==> src/rtl/llc_set_hazard_fifo.sv <==
// llc_set_hazard_fifo
// In-order FIFO between LLC pipeline stages. Each entry holds a set index and
// an opaque payload. Combinational set-hazard ports report whether any stored
// entry targets a queried set, so the decode stage can stall same-set requests.
//
// Handshake: a transfer happens on a rising edge where valid && ready are both
// high. push_ready (== !full) and pop_valid (== !empty) depend only on stored
// state. While valid is high and ready is low, the offered entry and its
// valid stay stable until the transfer happens.
module llc_set_hazard_fifo #(
  parameter int DEPTH     = 4,
  parameter int SET_BITS  = 8,
  parameter int DATA_BITS = 64,
  parameter int CHK_PORTS = 1
) (
  input  logic                          clk,
  input  logic                          rst,
  input  logic                          flush,
  input  logic                          push_valid,
  output logic                          push_ready,
  input  logic [SET_BITS-1:0]           push_set,
  input  logic [DATA_BITS-1:0]          push_data,
  output logic                          pop_valid,
  input  logic                          pop_ready,
  output logic [SET_BITS-1:0]           pop_set,
  output logic [DATA_BITS-1:0]          pop_data,
  input  logic [CHK_PORTS*SET_BITS-1:0] chk_set,
  output logic [CHK_PORTS-1:0]          chk_hit,
  output logic [$clog2(DEPTH):0]        usage,
  output logic                          full,
  output logic                          empty
);

  localparam int PTR_W = $clog2(DEPTH);
  localparam int CNT_W = PTR_W + 1;
  localparam logic [CNT_W-1:0] FULL_CNT = CNT_W'(DEPTH);

  logic [SET_BITS-1:0]  set_mem  [DEPTH];
  logic [DATA_BITS-1:0] data_mem [DEPTH];
  logic [DEPTH-1:0]     valid_q;
  logic [PTR_W-1:0]     wr_ptr;
  logic [PTR_W-1:0]     rd_ptr;
  logic [CNT_W-1:0]     usage_q;
  logic                 push_fire;
  logic                 pop_fire;

  // The counter alone decides full/empty; no pop->push bypass when full.
  assign full       = (usage_q == FULL_CNT);
  assign empty      = (usage_q == '0);
  assign usage      = usage_q;
  assign push_ready = !full;
  assign pop_valid  = !empty;
  assign push_fire  = push_valid && push_ready;
  assign pop_fire   = pop_valid && pop_ready;

  // Head entry is read straight from the array: no fall-through path.
  assign pop_set  = set_mem[rd_ptr];
  assign pop_data = data_mem[rd_ptr];

  // Payload storage; contents are only meaningful where valid_q is set.
  always_ff @(posedge clk) begin
    if (push_fire) begin
      set_mem[wr_ptr]  <= push_set;
      data_mem[wr_ptr] <= push_data;
    end
  end

  // Pointer, valid and occupancy bookkeeping; rst and flush both empty the FIFO.
  always_ff @(posedge clk) begin
    if (rst || flush) begin
      wr_ptr  <= '0;
      rd_ptr  <= '0;
      usage_q <= '0;
      valid_q <= '0;
    end else begin
      if (pop_fire) begin
        valid_q[rd_ptr] <= 1'b0;
        rd_ptr          <= rd_ptr + PTR_W'(1);
      end
      if (push_fire) begin
        valid_q[wr_ptr] <= 1'b1;
        wr_ptr          <= wr_ptr + PTR_W'(1);
      end
      case ({push_fire, pop_fire})
        2'b10:   usage_q <= usage_q + CNT_W'(1);
        2'b01:   usage_q <= usage_q - CNT_W'(1);
        default: usage_q <= usage_q;
      endcase
    end
  end

  // Hazard check: stored entries only, so an entry being pushed this cycle is
  // not seen yet while one being popped this cycle still is.
  always_comb begin
    chk_hit = '0;
    for (int k = 0; k < CHK_PORTS; k++) begin
      for (int i = 0; i < DEPTH; i++) begin
        if (valid_q[i] && (set_mem[i] == chk_set[k*SET_BITS +: SET_BITS])) begin
          chk_hit[k] = 1'b1;
        end
      end
    end
  end

  // Occupancy can never exceed DEPTH and always matches the number of valid slots.
  assert property (@(posedge clk) disable iff (rst) usage_q <= FULL_CNT);
  assert property (@(posedge clk) disable iff (rst) $countones(valid_q) == int'(usage_q));

endmodule

==> config.mk <==
export PLATFORM = sky130hd
export DESIGN_NAME = llc_set_hazard_fifo
export DESIGN_NICKNAME = d
export VERILOG_FILES = /design/src/rtl/llc_set_hazard_fifo.sv
export SDC_FILE = /design/constraint.sdc
export NUM_CORES = 1
export LEC_CHECK = 0
export CAP_MARGIN = 10
export CELL_PAD_IN_SITES_DETAIL_PLACEMENT = 1
export CELL_PAD_IN_SITES_GLOBAL_PLACEMENT = 2
export CORE_ASPECT_RATIO = 2
export CORE_UTILIZATION = 39
export CTS_BUF_LIST = sky130_fd_sc_hd__clkbuf_4
export DETAILED_ROUTE_END_ITERATION = 6
export PLACE_DENSITY = 0.88
export RECOVER_POWER = 50
export SKIP_LAST_GASP = 1
export SYNTH_ARGS = -nofsm -noshare
export SYNTH_HDL_FRONTEND = slang
export SYNTH_SLANG_ARGS = --single-unit
==> constraint.sdc <==
create_clock -name clk -period 3.08 [get_ports clk]
set_input_delay 0.77 -clock clk [delete_from_list [all_inputs] [get_ports clk]]
set_output_delay 0.77 -clock clk [all_outputs]
set_load 0.01 [all_outputs]
==> results.cfg <==
[outcome]
status = complete, but fails checks
failed_checks = max-capacitance violations, max-slew violations

[global_route]
track_usage = 0.195
grt_pass1_wl_um = 40800
grt_pass1_vias = 6770
antenna_found_initial = 8
grt_overflow = 0
grt_max_degree = 29

[worst_hold_path]
hold_class = register to register
hold_depth = 2

[setup_path]
cp_num_cells = 4
crit_arrival_ps = 2220
path_buf_inv = 3
slowest_stage = mux4_2
path_class = register to output pin
startpoint_type = register
reg2reg_depth = 4
cp.required_ps = 2310
worst_setup_path_end_kind = output pin
max_stage_delay_ps = 550
cpLargestDelayFamily = buffers and inverters
path_max_fanout = 7
path_cells = buf_4 -> bufbuf_16 -> mux4_2 -> buf_2

[power_and_ir_drop]
p_per_area_nw_per_um2 = 558
p_leak_nw = 4.92
switchingPower_mw = 1.84
ir_worst_vdd_mv = 0.436
switching_share = 0.225
intPower_mw = 6.33
p_comb_frac = 0.071
seq_power_share = 0.566
clkPwrFrac = 0.362

[clock_network]
h-tree-depth = 3
cts_hold_buf = 0
cts_root_buf = clkbuf_4
clk_pin_slew_ps = 70
cts_buffers = 69
clockBufferDepth = 3
clkLatencyLatePin_ps = 720
cts_tree = yes
cts_sinks = 301

[synth]
synth_flop_cell = edfxtp_1
syn_avg_cell_area_um2 = 22.9
yosys.area_share.simple = 0.0177
synth_edf_count = 288
synth.area.top_cells = edfxtp_1 76%, mux4_2 14%, dfxtp_1 2.3%
synth-adder-area-share = 0.0116
syn_inst = 498
synth_top_cell_area_share = 0.759
yosysTopAreaCell = edfxtp_1
yosys_register_bits = 301
syn_nets = 593
synth_xor_area_frac = 0.0283
synth_cell_types = 31
synth-compound-area-share = 0.00450
synth_top_family_by_area = multiplexers
synth.area.mux_share = 0.143
syn_area_um2 = 11400
synth.yosys.seq_area_share = 0.782
async_flop_share = 0
yosys_warnings = 0

[die]
rows = 88
design.die.area_um2 = 29900
die-width_um = 123
die_h_um = 244
pin_count = 165
initial_core_util = 0.396
core-area_um2 = 28700

[layout]
fin_area_um2 = 14600
fin_nets = 845
area_growth_pct = 28.5
drive_gt1_frac = 0.332

[routing]
wl_per_cell_um = 23.8
vias = 5936
drt_iter0_markers = 303
drt_first_pass_iters = 4
finalWirelength_um = 27700
ant_nets = 0
drt-vias-per-instance = 5.10
drc_errors = 0

[placement]
place_area_um2 = 13700
place_congestion = 0.761
hpwl_um = 16900
port_buffers = 164

[sta]
rsz0062_at_grt = yes
fmax_mhz = 334
min_period_ps = 2990
hold_violations = 0
final-setup-viol-count = 0
maxSlewHeadroom = -0.0431
drv_slew = 75
setup_tns_ps = 0
tightest_slew_ps = 1560
post-route-period-util = 0.971
fin_hold_ws_ps = 536
fin_worst_skew_ps = 42.2

[job]
drv_cap = 3
[worst min-delay path, delay by kind of cell, from the launching register on]
kind | cells | cell delay, ps
flops | 1 | 340
simple gates | 1 | 90
compound gates | 1 | 70
[per-layer routing]
metal	routed length (um)	up-vias	global-route usage
met2	15900	196	0.354
met4	931	2	0.104
met5	8	-	0
li1	-	2602	-
met1	9380	3072	0.194
met3	1460	64	0.0543
[power groups by stage]
stage | clock [mW] | combinational [mW] | sequential (mW)
finish | 2.96 | 0.583 | 4.63
detailed placement | 0 | 0.639 | 4.72
global placement | 0 | 0.614 | 4.70
global route | 3.23 | 0.621 | 4.63
CTS | 3.08 | 0.630 | 4.63
floorplan | 0 | 0.243 | 4.71
[cell type report]
| class | count | area, um2 |
|---|---|---|
| antenna | 7 | 17.5 |
| clock buffer | 96 | 721 |
| clock inverter | 21 | 82.6 |
| fill | 2602 | 14100 |
| inverter | 10 | 37.5 |
| multi-input combinational | 168 | 2350 |
| sequential | 301 | 8920 |
| tap | 360 | 450 |
| timing repair buffer | 200 | 2070 |
[cells in the mapped netlist, types with 2 or more instances]
master      n
edfxtp_1  288
mux4_2     72
xor2_1     19
xnor2_1    16
dfxtp_1    13
nor2_1     12
inv_1      10
ha_1        9
a21oi_1     8
buf_1       7
buf_4       7
nand2_1     5
and3_1      4
nand4_1     4
nand3_1     3
nor3_1      3
nor4_1      3
clkbuf_1    2
[state kept, by name, summed over array words and instances, names as in the netlist, named ones only]
register	cells
wr_ptr	2
rd_ptr	2
set_mem	32
usage	3
valid_q	4
data_mem	256
[what timing repair did]
action,4_1_cts,5_1_grt
buffers inserted,11,1
pin swaps,0,1
endpoints found under the hold margin,0,0
gates cloned,8,0
gates resized for setup,189,37
endpoints found under the setup margin,73,38
[cell families (layout without fill, tap and decap cells)]
family                     count (synthesis)  in the layout
muxes                                     73             73
DFF                                      301            301
and+or+nand+nor                           39             39
other                                      0              7
AOI/OAI and AO/OA                         10             10
adders and majority gates                 10             10
buffers and inverters                     29            327
xor gates and xnor gates                  36             36
[placed cells by master, fill, tap and decap left out, drive strengths merged]
| cell | instances |
|---|---|
| edfxtp | 288 |
| clkbuf | 107 |
| mux4 | 72 |
| dlygate4sd3 | 72 |
| buf | 64 |
| dlygate4sd2 | 22 |
| xor2 | 19 |
| xnor2 | 17 |
| clkinv | 16 |
| clkdlybuf4s15 | 15 |
| inv | 15 |
| dfxtp | 13 |
| nor2 | 12 |
| clkdlybuf4s50 | 12 |
| ha | 9 |
| a21oi | 8 |
| diode | 7 |
| nand2 | 5 |
| nand4 | 4 |
| and3 | 4 |
| nand3 | 3 |
| nor3 | 3 |
| nor4 | 3 |
| or3 | 2 |
| and2 | 2 |
| bufbuf | 2 |
| dlymetal6s2s | 2 |
| a31oi | 1 |
| or2 | 1 |
| mux2i | 1 |
| o21ai | 1 |
| fa | 1 |
[metrics by stage]
| stage | power, mW | util | worst slack [ps] | std cells |
|---|---|---|---|---|
| floorplan | 4.95 | - | 124 | 498 |
| global placement | 5.32 | 0.476 | -307 | 1019 |
| detailed placement | 5.35 | 0.476 | -384 | 1019 |
| CTS | 8.33 | 0.514 | -167 | 1155 |
| global route | 8.49 | 0.509 | -27.7 | 1162 |
| finish | 8.17 | 0.510 | 89.2 | 1163 |
[final timing paths]
check                    end  slack (ps)  startpoint
max              pop_data[9]          90    register
min               valid_q[2]         540  valid_q[2]
max reg2reg  data_mem[0][46]         470    usage[1]
min reg2reg       valid_q[2]         540  valid_q[2]
No activity file was read; power rests on OpenSTA's default activity.
